===== src/rtl/cnn_ctrl_pkg.sv =====
// Shared definitions for the convolution controller write side.
package cnn_ctrl_pkg;

  // Response codes returned to the main controller on stall[1:0].
  localparam logic [1:0] STALL_PENDING = 2'b00;
  localparam logic [1:0] STALL_DONE    = 2'b10;
  localparam logic [1:0] STALL_FATAL   = 2'b11;

  // Write-control FSM states; every 2-bit code is a legal state.
  typedef enum logic [1:0] {
    StIdle  = 2'b00,
    StWrite = 2'b01,
    StAck   = 2'b10,
    StFail  = 2'b11
  } wr_state_e;

  // Stall code is a pure decode of the registered state.
  function automatic logic [1:0] stall_code(wr_state_e st);
    unique case (st)
      StAck:   return STALL_DONE;
      StFail:  return STALL_FATAL;
      default: return STALL_PENDING;
    endcase
  endfunction

endpackage


===== src/rtl/sync_fifo.sv =====
// Single-clock FIFO; push and pop may coincide at any level, including full.
module sync_fifo #(
  parameter int unsigned DATA_WIDTH = 16,
  parameter int unsigned DEPTH      = 4,
  parameter int unsigned ADDR_WIDTH = 2
) (
  input  logic                  clk,
  input  logic                  reset,
  input  logic                  push,
  input  logic [DATA_WIDTH-1:0] push_data,
  input  logic                  pop,
  output logic [DATA_WIDTH-1:0] pop_data,
  output logic                  full,
  output logic                  empty,
  output logic [ADDR_WIDTH:0]   count
);

  localparam logic [ADDR_WIDTH:0] FullCnt = (ADDR_WIDTH + 1)'(DEPTH);

  logic [DATA_WIDTH-1:0] mem_q [DEPTH];
  logic [DATA_WIDTH-1:0] mem_d [DEPTH];
  logic [ADDR_WIDTH-1:0] wr_ptr_q, wr_ptr_d, rd_ptr_q, rd_ptr_d;
  logic [ADDR_WIDTH:0]   count_q, count_d;
  logic [DATA_WIDTH-1:0] last_q, last_d;
  logic                  pop_acc, push_acc;

  assign empty    = (count_q == '0);
  assign full     = (count_q == FullCnt);
  assign count    = count_q;
  // Head when non-empty, otherwise the most recently popped word.
  assign pop_data = empty ? last_q : mem_q[rd_ptr_q];

  // Next-state: accept pop/push, advance pointers, track fill count.
  always_comb begin
    mem_d    = mem_q;
    wr_ptr_d = wr_ptr_q;
    rd_ptr_d = rd_ptr_q;
    count_d  = count_q;
    last_d   = last_q;
    pop_acc  = pop && !empty;
    push_acc = push && (!full || pop_acc);
    if (pop_acc) begin
      last_d   = mem_q[rd_ptr_q];
      rd_ptr_d = rd_ptr_q + 1'b1;
    end
    if (push_acc) begin
      mem_d[wr_ptr_q] = push_data;
      wr_ptr_d        = wr_ptr_q + 1'b1;
    end
    if (push_acc && !pop_acc) begin
      count_d = count_q + 1'b1;
    end else if (pop_acc && !push_acc) begin
      count_d = count_q - 1'b1;
    end
  end

  // State registers; storage is cleared so out_data reads zero after reset.
  always_ff @(posedge clk or posedge reset) begin
    if (reset) begin
      for (int i = 0; i < int'(DEPTH); i++) mem_q[i] <= '0;
      wr_ptr_q <= '0;
      rd_ptr_q <= '0;
      count_q  <= '0;
      last_q   <= '0;
    end else begin
      mem_q    <= mem_d;
      wr_ptr_q <= wr_ptr_d;
      rd_ptr_q <= rd_ptr_d;
      count_q  <= count_d;
      last_q   <= last_d;
    end
  end

endmodule


===== src/rtl/result_write_ctrl.sv =====
// Accepts one result word per controller request, queues it and drains it to the consumer.
module result_write_ctrl
  import cnn_ctrl_pkg::*;
#(
  parameter int unsigned DATA_WIDTH = 16,
  parameter int unsigned DEPTH      = 4,
  parameter int unsigned ADDR_WIDTH = 2,
  parameter int unsigned TIMEOUT    = 64
) (
  input  logic                  clk,
  input  logic                  reset,
  input  logic                  wr_req,
  input  logic [DATA_WIDTH-1:0] wr_data,
  output logic [1:0]            stall,
  output logic                  fail,
  output logic                  proto_err,
  output logic [DATA_WIDTH-1:0] out_data,
  output logic                  out_valid,
  input  logic                  out_ready,
  output logic [ADDR_WIDTH:0]   fill_level
);

  localparam int unsigned         WaitW       = $clog2(TIMEOUT);
  localparam logic [WaitW-1:0]    TimeoutLast = WaitW'(TIMEOUT - 1);

  wr_state_e             state_q, state_d;
  logic [DATA_WIDTH-1:0] hold_q, hold_d;
  logic [WaitW-1:0]      wait_cnt_q, wait_cnt_d;
  logic                  proto_err_q, proto_err_d;
  logic                  fifo_full, fifo_empty, can_push, push;

  sync_fifo #(
    .DATA_WIDTH(DATA_WIDTH),
    .DEPTH     (DEPTH),
    .ADDR_WIDTH(ADDR_WIDTH)
  ) u_fifo (
    .clk      (clk),
    .reset    (reset),
    .push     (push),
    .push_data(hold_q),
    .pop      (out_ready),
    .pop_data (out_data),
    .full     (fifo_full),
    .empty    (fifo_empty),
    .count    (fill_level)
  );

  assign out_valid = !fifo_empty;
  // A full FIFO still takes the word if the head leaves on the same edge.
  assign can_push  = !fifo_full || (out_valid && out_ready);
  assign stall     = stall_code(state_q);
  assign fail      = (state_q == StFail);
  assign proto_err = proto_err_q;

  // FSM next-state, hold register capture, blocked-wait counting and protocol flag.
  always_comb begin
    state_d     = state_q;
    hold_d      = hold_q;
    wait_cnt_d  = wait_cnt_q;
    proto_err_d = proto_err_q | (wr_req && (state_q != StIdle));
    push        = 1'b0;
    unique case (state_q)
      StIdle: begin
        if (wr_req) begin
          hold_d     = wr_data;
          wait_cnt_d = '0;
          state_d    = StWrite;
        end
      end
      StWrite: begin
        if (can_push) begin
          push    = 1'b1;
          state_d = StAck;
        end else if (wait_cnt_q == TimeoutLast) begin
          state_d = StFail;
        end else begin
          wait_cnt_d = wait_cnt_q + 1'b1;
        end
      end
      StAck:   state_d = StIdle;
      StFail:  state_d = StFail;
      default: state_d = StIdle;
    endcase
  end

  // Control state registers.
  always_ff @(posedge clk or posedge reset) begin
    if (reset) begin
      state_q     <= StIdle;
      hold_q      <= '0;
      wait_cnt_q  <= '0;
      proto_err_q <= 1'b0;
    end else begin
      state_q     <= state_d;
      hold_q      <= hold_d;
      wait_cnt_q  <= wait_cnt_d;
      proto_err_q <= proto_err_d;
    end
  end

endmodule


===== config.mk =====
export PLATFORM = sky130hd
export DESIGN_NAME = result_write_ctrl
export DESIGN_NICKNAME = d
export VERILOG_FILES = /design/src/rtl/cnn_ctrl_pkg.sv /design/src/rtl/sync_fifo.sv /design/src/rtl/result_write_ctrl.sv
export SDC_FILE = /design/constraint.sdc
export NUM_CORES = 1
export LEC_CHECK = 0
export CAP_MARGIN = 0
export CORE_ASPECT_RATIO = 1.75
export CORE_MARGIN = 8
export CORE_UTILIZATION = 55
export DETAILED_ROUTE_END_ITERATION = 8
export GPL_TIMING_DRIVEN = 0
export HOLD_SLACK_MARGIN = 0.05
export PLACE_DENSITY_LB_ADDON = 0.25
export SYNTH_ARGS = -nofsm -noshare
export SYNTH_HDL_FRONTEND = slang
export SYNTH_SLANG_ARGS = --single-unit

===== constraint.sdc =====
create_clock -name clk -period 4.5 [get_ports clk]
set_clock_uncertainty 0.05 [all_clocks]
set_input_delay 0.45 -clock clk [delete_from_list [all_inputs] [get_ports clk]]
set_output_delay 0.45 -clock clk [all_outputs]
set_load 0.005 [all_outputs]

==> results of run 1 <==
==> how the worst min path moves through the flow <==
stage / from / depth (start not counted) / to / slack (ps)
after CTS: proto_err$_DFF_PP0_ / 1 / proto_err$_DFF_PP0_ / 440
after global placement: proto_err$_DFF_PP0_ / 1 / proto_err$_DFF_PP0_ / 400
after floorplan: u_fifo.mem_q[25]$_DFFE_PP0P_ / 1 / u_fifo.mem_q[25]$_DFFE_PP0P_ / 410
after detailed placement: proto_err$_DFF_PP0_ / 1 / proto_err$_DFF_PP0_ / 420
after global routing: u_fifo.mem_q[54]$_DFFE_PP0P_ / 1 / u_fifo.mem_q[54]$_DFFE_PP0P_ / 460
final: proto_err$_DFF_PP0_ / 1 / proto_err$_DFF_PP0_ / 430
==> state kept, by name (all words and copies together), names as in the netlist <==
signal / flops
state_q: 2
u_fifo.rd_ptr_q: 2
u_fifo.last_q: 16
proto_err: 1
u_fifo.wr_ptr_q: 2
u_fifo.mem_q: 64
hold_q: 16
wait_cnt_q: 6
u_fifo.count: 3
==> cell usage after synthesis (2+ instances only) <==
library cell | instances | area share [%]
a22o_1 | 3 | 0.52
and3_1 | 2 | 0.25
buf_2 | 5 | 0.49
buf_6 | 4 | 0.88
clkbuf_1 | 4 | 0.29
dfrtp_1 | 112 | 55
ha_1 | 6 | 1.5
inv_1 | 6 | 0.44
mux2_1 | 40 | 8.8
mux2_2 | 74 | 16
mux2i_1 | 2 | 0.39
mux4_2 | 16 | 7.1
nand2_1 | 2 | 0.15
nand2_8 | 4 | 1.6
nand2b_1 | 3 | 0.37
nand3_1 | 5 | 0.49
nor2_1 | 2 | 0.15
o21ai_0 | 4 | 0.39
xnor2_1 | 4 | 0.69
xor2_1 | 2 | 0.34
==> cell families after synthesis <==
group	Yosys count	synth area share [%]
adders and majority gates	7	1.867
buffers and inverters	23	2.727
muxes	132	32.68
DFF	112	55.04
AOI/OAI and AO/OA	13	1.769
and+or+nand+nor	30	4.890
xor gates and xnor gates	6	1.032
==> per-stage QoR <==
stage                     util, %  hold WS (ps)
after floorplan                 -         408.7
after global placement      62.78         401.6
after detailed placement    63.11         419.0
after CTS                   66.31         439.8
after global routing        66.31         455.6
final                       66.31         428.6
==> routing by layer <==
metal  wire length [µm]  track usage, %  up-vias  part of all wire (%)
li1                   -               -     1285                     -
met1               4015           19.63     1441                    42
met2               4986           27.79       49                    52
met3                313           2.632       14                   3.3
met4                217           8.161        0                   2.3
met5                  0               0        -                     0
==> where the power goes <==
| group | leakage [nW] | switching, W | internal (W) |
|---|---|---|---|
| clock | 0.139 | 0.000340 | 0.000443 |
| combinational | 1.07 | 0.000771 | 0.00124 |
| sequential | 1.36 | 0.000294 | 0.00149 |
| total | 2.57 | 0.00141 | 0.00317 |
==> layout make-up <==
| class | instances | area, µm² |
|---|---|---|
| flip-flops and latches | 112 | 2803 |
| multi-input cells | 188 | 2151 |
| well taps | 120 | 150.1 |
| inverters | 6 | 25.02 |
| clock buffers | 12 | 246.5 |
| plain buffers | 17 | 116.4 |
| clock inverters | 3 | 42.54 |
| fillers | 677 | 3044 |
| repair buffers | 44 | 457.9 |
==> results.tsv, run 1 <==
stage	metric	value	unit
run_status	outcome	finished, final reports clean	
cts	root buf cell	clkbuf_16	
sta	RSZ-0062 raised after global routing	false	
drt	via count	2789	
critical_path	Critical Path Fanout Max	10	
sta	number of hold violations in the final report	0	
placed_design	Placement Cell Area	5703	µm²
cts	Clock Path Buffers	2	
placed_design	placed wire-length estimate	6675	µm
critical_path	critical path class	register to output pin	
pwr	Leakage Power	2.573	nW
layout	nets@finish	405	
global_routing	total gr overflow	0	
synthesis	cells after synthesis	323	
pwr	Overall Power	0.004580	W
drt	Vias/cell	5.556	
drt	detailed-route DRC error count	0	
critical_path	crit path cell chain	buf_2, buf_2, mux4_2, mux2_2, clkdlybuf4s50_1	
placed_design	Placement Setup Slack	1474	ps
synthesis	Ys Warns	0	
pwr	power per cell area	764.4	nW/µm²
critical_path	critical path startpoint	u_fifo.rd_ptr_q[0]$_DFFE_PP0P_	
sta	setup TNS	0	ps
cts	H-Tree Depth	3	
placed_design	placed insts	487	
global_routing	first-pass GRT wire length	15620	µm
sta	min cycle time layout	3206	ps
drt	DRT Pass-1 Iters	4	
layout	layout cells sized above 1	32.72	%
critical_path	worst flop-to-flop path startpoint	u_fifo.count[0]$_DFFE_PP0P_	
sta	Slew Limit Headroom	45.04	%
floorplan	Total Die Area	12710	µm²
drt	WL/cell	18.99	µm
cts	clock-pin slew on the worst setup and hold paths	70	ps
critical_path	Setup crit end	out_data[8]	
synthesis	ys flop type	dfrtp_1	
layout	Final Cell Area	5992	µm²
floorplan	die height	143.3	µm
critical_path	CP Data Required Time	4000	ps
synthesis	ys async rst share	100.0	%
critical_path	CP Launch Type	register	
floorplan	CORE AREA	9036	µm²
sta	Max Transition Viols Final	0	
cts	Inserted Clock Buffers	9	
drt	initial DRC count	108	
pwr	Peak VDD IR	0.4547	mV
floorplan	Rows	46	
critical_path	slowest CP cell	mux4_2	
cts	post-CTS setup buffers	0	
global_routing	GRT Util Overall	16.50	%
synthesis	Mapped Area	5092	µm²
cts	CTS tree	yes	
critical_path	CP Depth	5	
global_routing	largest net degree at the start of global routing	60	
hold_path	worst hold path class	register to register	
floorplan	Top Ports	44	
floorplan	die span in x	88.74	µm
cts	clock sink total	112	
sta	Final WS setup	1294	ps
cts	Skew-Pair Late Insertion Delay	350	ps
layout	most common cell after layout, fill and taps aside	dfrtp_1	
critical_path	Crit Reg-Reg Endpoint	u_fifo.count[2]$_DFFE_PP0P_	
critical_path	CP max stage delay	580	ps
layout	# diodes	0	
global_routing	initial antenna violation count	0	
sta	FMAX	311.9	MHz
critical_path	CP top delay family	buffers and inverters	
sta	final critical-path share of the clock period	71.24	%
placed_design	Final GP Congestion	0.7538	
critical_path	CP most frequent cell	buf_2	
synthesis	Netlist cell types	43	
floorplan	Starting Density	56.36	%
synthesis	Mapped Nets	350	
critical_path	Worst setup EP type	output pin	
layout	area growth from synthesis to layout	17.67	%
drt	ANT nets after route	0	
sta	endpoints failing setup	0	
critical_path	reg2reg path depth	10	
cts	Post-CTS Hold Fix Bufs	0	
drt	Routed Wire Length	9533	µm
layout	most frequent cells in the layout	112 x dfrtp_1, 74 x mux2_2, 43 x clkdlybuf4s50_1, 40 x mux2_1, 16 x mux4_2	
synthesis	EDFF count, synth	0	
flow_run	max cap viols	0	
layout	Post-Layout Cell Count	502	
sta	Worst-Margin Slew	824.3	ps
synthesis	sequential area share after synthesis	55.04	%
synthesis	syn_area_per_cell	15.77	µm²
placed_design	input/output buffers	43	
critical_path	Crit path buffers/inverters	3	
global_routing	vias in the first global route	3080	
critical_path	crit path DAT	2710	ps
critical_path	flop2flop setup slack	1580	ps
cts	cells resized by post-CTS repair	0	
synthesis	#FFs+latches synth	112	
Power figures use the tool's default switching activity.
==> run 2, diff against run 1 <==
- CORE_UTILIZATION: 55 -> 52
- clock period: 4.5 -> 2.7 ns (I/O delays scaled with it)
==> results.tsv, run 2 (synthesis results as in run 1) <==
stage	metric	value	unit	change
floorplan	Top Ports	44		unchanged
pwr	Leakage Power	2.599	nW	+1.0%
floorplan	Starting Density	52.34	%	-4.0 points
critical_path	worst flop-to-flop path startpoint	u_fifo.count[0]$_DFFE_PP0P_		
critical_path	CP Launch Type	register		
pwr	Overall Power	0.007777	W	+70%
critical_path	reg2reg path depth	10		unchanged
sta	min cycle time layout	2642	ps	
cts	Clock Path Buffers	2		unchanged
sta	number of hold violations in the final report	0		unchanged
layout	nets@finish	405		unchanged
cts	CTS tree	yes		
drt	ANT nets after route	0		unchanged
placed_design	Placement Cell Area	5723	µm²	+0.35%
floorplan	CORE AREA	9729	µm²	+7.7%
placed_design	Final GP Congestion	0.7420		-1.6%
cts	Inserted Clock Buffers	9		unchanged
placed_design	input/output buffers	43		unchanged
layout	most common cell after layout, fill and taps aside	dfrtp_1		
layout	# diodes	0		unchanged
drt	DRT Pass-1 Iters	4		unchanged
drt	WL/cell	19.89	µm	+4.7%
critical_path	Critical Path Fanout Max	10		unchanged
floorplan	die span in x	90.81	µm	+2.3%
flow_run	max cap viols	0		unchanged
hold_path	worst hold path class	input pin to asynchronous set/reset pin		
cts	H-Tree Depth	3		unchanged
global_routing	total gr overflow	0		unchanged
layout	most frequent cells in the layout	110 x dfrtp_1, 74 x mux2_2, 43 x clkdlybuf4s50_1, 40 x mux2_1, 16 x mux4_2		
floorplan	Total Die Area	13340	µm²	+4.9%
floorplan	Rows	48		+4.3%
layout	area growth from synthesis to layout	19.29	%	
drt	via count	2832		+1.5%
sta	Slew Limit Headroom	45.36	%	+0.31 points
drt	detailed-route DRC error count	0		unchanged
sta	RSZ-0062 raised after global routing	true		
sta	Max Transition Viols Final	0		unchanged
layout	Final Cell Area	6075	µm²	+1.4%
pwr	Peak VDD IR	0.6439	mV	+42%
cts	clock sink total	112		unchanged
critical_path	Crit Reg-Reg Endpoint	u_fifo.count[2]$_DFFE_PP0P_		
drt	initial DRC count	115		+6.5%
placed_design	placed wire-length estimate	7013	µm	+5.1%
global_routing	GRT Util Overall	16.73	%	+0.23 points
critical_path	critical path class	register to output pin		
critical_path	crit path DAT	2320	ps	-390 ps
critical_path	Worst setup EP type	output pin		
floorplan	die height	146.9	µm	+2.5%
global_routing	vias in the first global route	3222		+4.6%
cts	clock-pin slew on the worst setup and hold paths	70	ps	about the same
sta	final critical-path share of the clock period	97.84	%	
sta	Worst-Margin Slew	817.9	ps	-6.422 ps
global_routing	first-pass GRT wire length	17180	µm	+10%
critical_path	critical path startpoint	u_fifo.count[0]$_DFFE_PP0P_		
layout	layout cells sized above 1	34.46	%	+1.7 points
global_routing	initial antenna violation count	0		unchanged
cts	root buf cell	clkbuf_16		
critical_path	Setup crit end	out_data[9]		
drt	Routed Wire Length	10110	µm	+6.0%
sta	endpoints failing setup	0		unchanged
drt	Vias/cell	5.575		+0.34%
sta	FMAX	378.5	MHz	
layout	Reg with most FFs	u_fifo.mem_q		
cts	Skew-Pair Late Insertion Delay	350	ps	about the same
run_status	outcome	finished, final reports clean		
global_routing	largest net degree at the start of global routing	44		-27%
layout	max FFs per register	64		unchanged
layout	largest registers	u_fifo.mem_q x64, hold_q x16, u_fifo.last_q x16		
critical_path	flop2flop setup slack	120	ps	-1460 ps
critical_path	CP Data Required Time	2380	ps	-1620 ps
pwr	power per cell area	1280	nW/µm²	+67%
[run 2: where the power goes]
part / switching [W] / internal (W) / leakage [nW]
sequential: 0.000528 / 0.00249 / 1.36
combinational: 0.00127 / 0.00212 / 1.09
clock: 0.000596 / 0.000767 / 0.148
total: 0.00240 / 0.00538 / 2.60
[run 2: how the worst min path moves through the flow]
stage / cells past startpoint / to / start
5_1_grt: 2 / hold_q[3]$_DFFE_PP0P_ / reset
2_1_floorplan: 2 / proto_err$_DFF_PP0_ / wr_req
3_5_place_dp: 1 / proto_err$_DFF_PP0_ / proto_err$_DFF_PP0_
4_1_cts: 2 / u_fifo.mem_q[35]$_DFFE_PP0P_ / reset
6_report: 2 / hold_q[3]$_DFFE_PP0P_ / reset
3_3_place_gp: 1 / proto_err$_DFF_PP0_ / proto_err$_DFF_PP0_
[run 2: repair_timing]
action / CTS / global route
gates resized for setup: 12 / 4
setup buffers: 0 / 0
hold buffers: 0 / 0
setup endpoints to repair: 15 / 10
[run 2: layout make-up]
cell class,count,area (µm²)
plain buffers,16,152.6
clock buffers,11,252.7
clock inverters,5,55.05
fillers,770,3655
inverters,6,26.28
multi-input cells,188,2156
flip-flops and latches,112,2805
well taps,125,156.4
repair buffers,45,470.5
[run 2: worst max-delay path: stages, from the launching register on]
cell,delay [ps]
dfrtp_2,450
or3_1,350
buf_4,210
buf_4,210
mux2_2,250
clkdlybuf4s50_1,500
[run 2: metal layers]
layer / vias to the layer above / track usage (%) / share of wire (%)
met2: 47 / 28.55 / 54
met1: 1481 / 18.86 / 40
met5: - / 0 / 0
met3: 19 / 4.292 / 3.6
li1: 1285 / - / -
met4: 0 / 8.409 / 2.9
[run 2: per-stage QoR]
stage | TNS [ps] | hold WS [ps] | std cells | util [%] | worst slack, ps
after global placement | -335.7 | 399.4 | 491 | 58.41 | -195.9
after CTS | 0 | 389.0 | 508 | 62.29 | 1.403
after global routing | -144.4 | 446.7 | 508 | 62.44 | -34.96
after detailed placement | -479.4 | 427.3 | 493 | 58.82 | -257.8
final | 0 | 363.0 | 508 | 62.44 | 58.19
after floorplan | 0 | 366.2 | 323 | - | 204.8
==> run 3, diff against run 2 <==
- CORE_UTILIZATION: 52 -> 45
==> results.tsv, run 3 (synthesis results as in run 1) <==
stage	metric	value	unit	change
critical_path	Crit Reg-Reg Endpoint	u_fifo.count[1]$_DFFE_PP0P_		
layout	area of the multi-input gates	2156	µm²	unchanged
critical_path	CP top delay family	simple AND/OR/NAND/NOR gates		
sta	endpoints failing setup	0		unchanged
global_routing	vias in the first global route	3045		-5.5%
cts	Inserted Clock Buffers	9		unchanged
sta	Slew Limit Headroom	40.45	%	-4.9 points
critical_path	CP max stage delay	550	ps	+50 ps
placed_design	placed wire-length estimate	6903	µm	-1.6%
global_routing	GRT Util Overall	14.52	%	-2.2 points
drt	detailed-route DRC error count	0		unchanged
layout	nets@finish	413		+2.0%
sta	final critical-path share of the clock period	95.94	%	-1.9 points
cts	Clock Path Buffers	2		unchanged
drt	DRT Pass-1 Iters	4		unchanged
pwr	Peak VDD IR	0.6019	mV	-6.5%
sta	number of hold violations in the final report	0		unchanged
layout	largest registers	u_fifo.mem_q x64, hold_q x16, u_fifo.last_q x16		
global_routing	first-pass GRT wire length	16470	µm	-4.1%
critical_path	crit path cell chain	buf_4, or4b_4, nor2b_4, buf_8, ha_1, inv_1, fa_1, mux2_2		
global_routing	initial antenna violation count	0		unchanged
global_routing	busiest grt layer	met2		
critical_path	CP Depth	8		+3
critical_path	flop2flop setup slack	110	ps	about the same
pwr	power per cell area	1272	nW/µm²	-0.63%
cts	Skew-Pair Late Insertion Delay	350	ps	about the same
drt	Vias/cell	5.480		-1.7%
placed_design	input/output buffers	43		unchanged
layout	area growth from synthesis to layout	20.71	%	
floorplan	CORE AREA	11100	µm²	+14%
floorplan	Top Ports	44		unchanged
critical_path	CP Launch Type	register		
placed_design	placed insts	500		+1.4%
sta	Max Transition Viols Final	0		unchanged
drt	ANT nets after route	0		unchanged
layout	Seq. cell area	2805	µm²	unchanged
critical_path	CP Data Required Time	2890	ps	+510 ps
layout	Post-Layout Cell Count	523		+3.0%
critical_path	Crit path buffers/inverters	3		unchanged
layout	layout cells sized above 1	35.81	%	+1.3 points
run_status	outcome	finished, final reports clean		
drt	via count	2866		+1.2%
global_routing	met3 Resource Use GR	3.022	%	-1.3 points
critical_path	worst flop-to-flop path startpoint	u_fifo.count[0]$_DFFE_PP0P_		
sta	RSZ-0062 raised after global routing	false		
floorplan	die span in x	96.42	µm	+6.2%
pwr	Overall Power	0.007821	W	+0.56%
sta	Worst-Margin Slew	893.2	ps	+75.32 ps
critical_path	Critical Path Fanout Max	9		-1
drt	Routed Wire Length	10010	µm	-0.91%
pwr	Leakage Power	2.637	nW	+1.5%
global_routing	largest net degree at the start of global routing	39		-11%
layout	fill cell count	949		+23%
floorplan	die height	156.7	µm	+6.7%
hold_path	worst hold path class	input pin to asynchronous set/reset pin		
cts	clock-pin slew on the worst setup and hold paths	70	ps	about the same
floorplan	Starting Density	45.86	%	-6.5 points
floorplan	Total Die Area	15110	µm²	+13%
global_routing	total gr overflow	0		unchanged
critical_path	crit path DAT	2780	ps	+460 ps
layout	Reg with most FFs	u_fifo.mem_q		
critical_path	slowest CP cell	or4b_4		
cts	H-Tree Depth	3		unchanged
layout	# diodes	0		unchanged
layout	max FFs per register	64		unchanged
global_routing	met1 usage	17.81	%	-1.0 points
cts	Post-CTS Hold Fix Bufs	0		unchanged
floorplan	Rows	51		+6.3%
global_routing	met2 Usage GRT	24.29	%	-4.3 points
flow_run	max cap viols	0		unchanged
sta	FMAX	386.0	MHz	+2.0%
drt	WL/cell	19.15	µm	-3.8%
critical_path	reg2reg path depth	8		-2
drt	initial DRC count	117		+1.7%
cts	root buf cell	clkbuf_16		
cts	clock sink total	112		unchanged
cts	CTS tree	yes		
layout	most common cell after layout, fill and taps aside	dfrtp_1		
critical_path	Worst setup EP type	register		
layout	most frequent cells in the layout	110 x dfrtp_1, 74 x mux2_2, 43 x clkdlybuf4s50_1, 40 x mux2_1, 16 x mux4_2		
critical_path	critical path class	register to register		
sta	min cycle time layout	2590	ps	-51.40 ps
placed_design	Final GP Congestion	0.7674		+3.4%
run 3: worst max-delay path by stage:
stage,endpoint,slack (ps),startpoint
after floorplan,u_fifo.count[2]$_DFFE_PP0P_,200,u_fifo.count[0]$_DFFE_PP0P_
after global placement,u_fifo.count[2]$_DFFE_PP0P_,-200,u_fifo.count[0]$_DFFE_PP0P_
after detailed placement,u_fifo.count[2]$_DFFE_PP0P_,-230,u_fifo.count[0]$_DFFE_PP0P_
after CTS,out_data[9],8,u_fifo.rd_ptr_q[0]$_DFFE_PP0P_
after global routing,u_fifo.count[2]$_DFFE_PP0P_,9,u_fifo.count[2]$_DFFE_PP0P_
final,u_fifo.count[1]$_DFFE_PP0P_,110,u_fifo.count[0]$_DFFE_PP0P_
run 3: timing repair:
item / CTS / global route
pin swaps: 0 / 0
setup endpoints to repair: 15 / 9
gates resized for setup: 13 / 5
buffers inserted: 0 / 8
endpoints found under the hold margin: 0 / 0
run 3: final cells by class:
class,count,share of cell area [%]
well taps,132,2.687
plain buffers,16,2.626
flip-flops and latches,112,45.63
inverters,6,0.4274
clock buffers,10,3.888
repair buffers,53,8.834
multi-input cells,188,35.07
clock inverters,6,0.8345
run 3: power breakdown:
| group | switching (W) | internal, W | total (W) |
|---|---|---|---|
| clock | 0.000635 | 0.000667 | 0.00130 |
| combinational | 0.00129 | 0.00223 | 0.00352 |
| sequential | 0.000508 | 0.00249 | 0.00300 |
| total | 0.00244 | 0.00538 | 0.00782 |
run 3: per-layer routing:
| layer | vias to the layer above | share of wire (%) |
|---|---|---|
| li1 | 1306 | - |
| met1 | 1492 | 41 |
| met2 | 53 | 52 |
| met3 | 15 | 4.5 |
| met4 | 0 | 1.9 |
| met5 | - | 0 |
run 3: through the flow:
| stage | utilization [%] | setup TNS [ps] | hold slack, ps | area, µm² | worst slack (ps) |
|---|---|---|---|---|---|
| 2_1_floorplan | - | 0 | 366.2 | 5096 | 204.8 |
| 3_3_place_gp | 51.26 | -5517 | 405.1 | 5692 | -202.6 |
| 3_5_place_dp | 51.62 | -431.8 | 401.5 | 5732 | -231.9 |
| 4_1_cts | 54.52 | 0 | 423.2 | 6053 | 8.290 |
| 5_1_grt | 55.36 | 0 | 435.2 | 6147 | 8.517 |
| 6_report | 55.36 | 0 | 395.2 | 6147 | 109.6 |
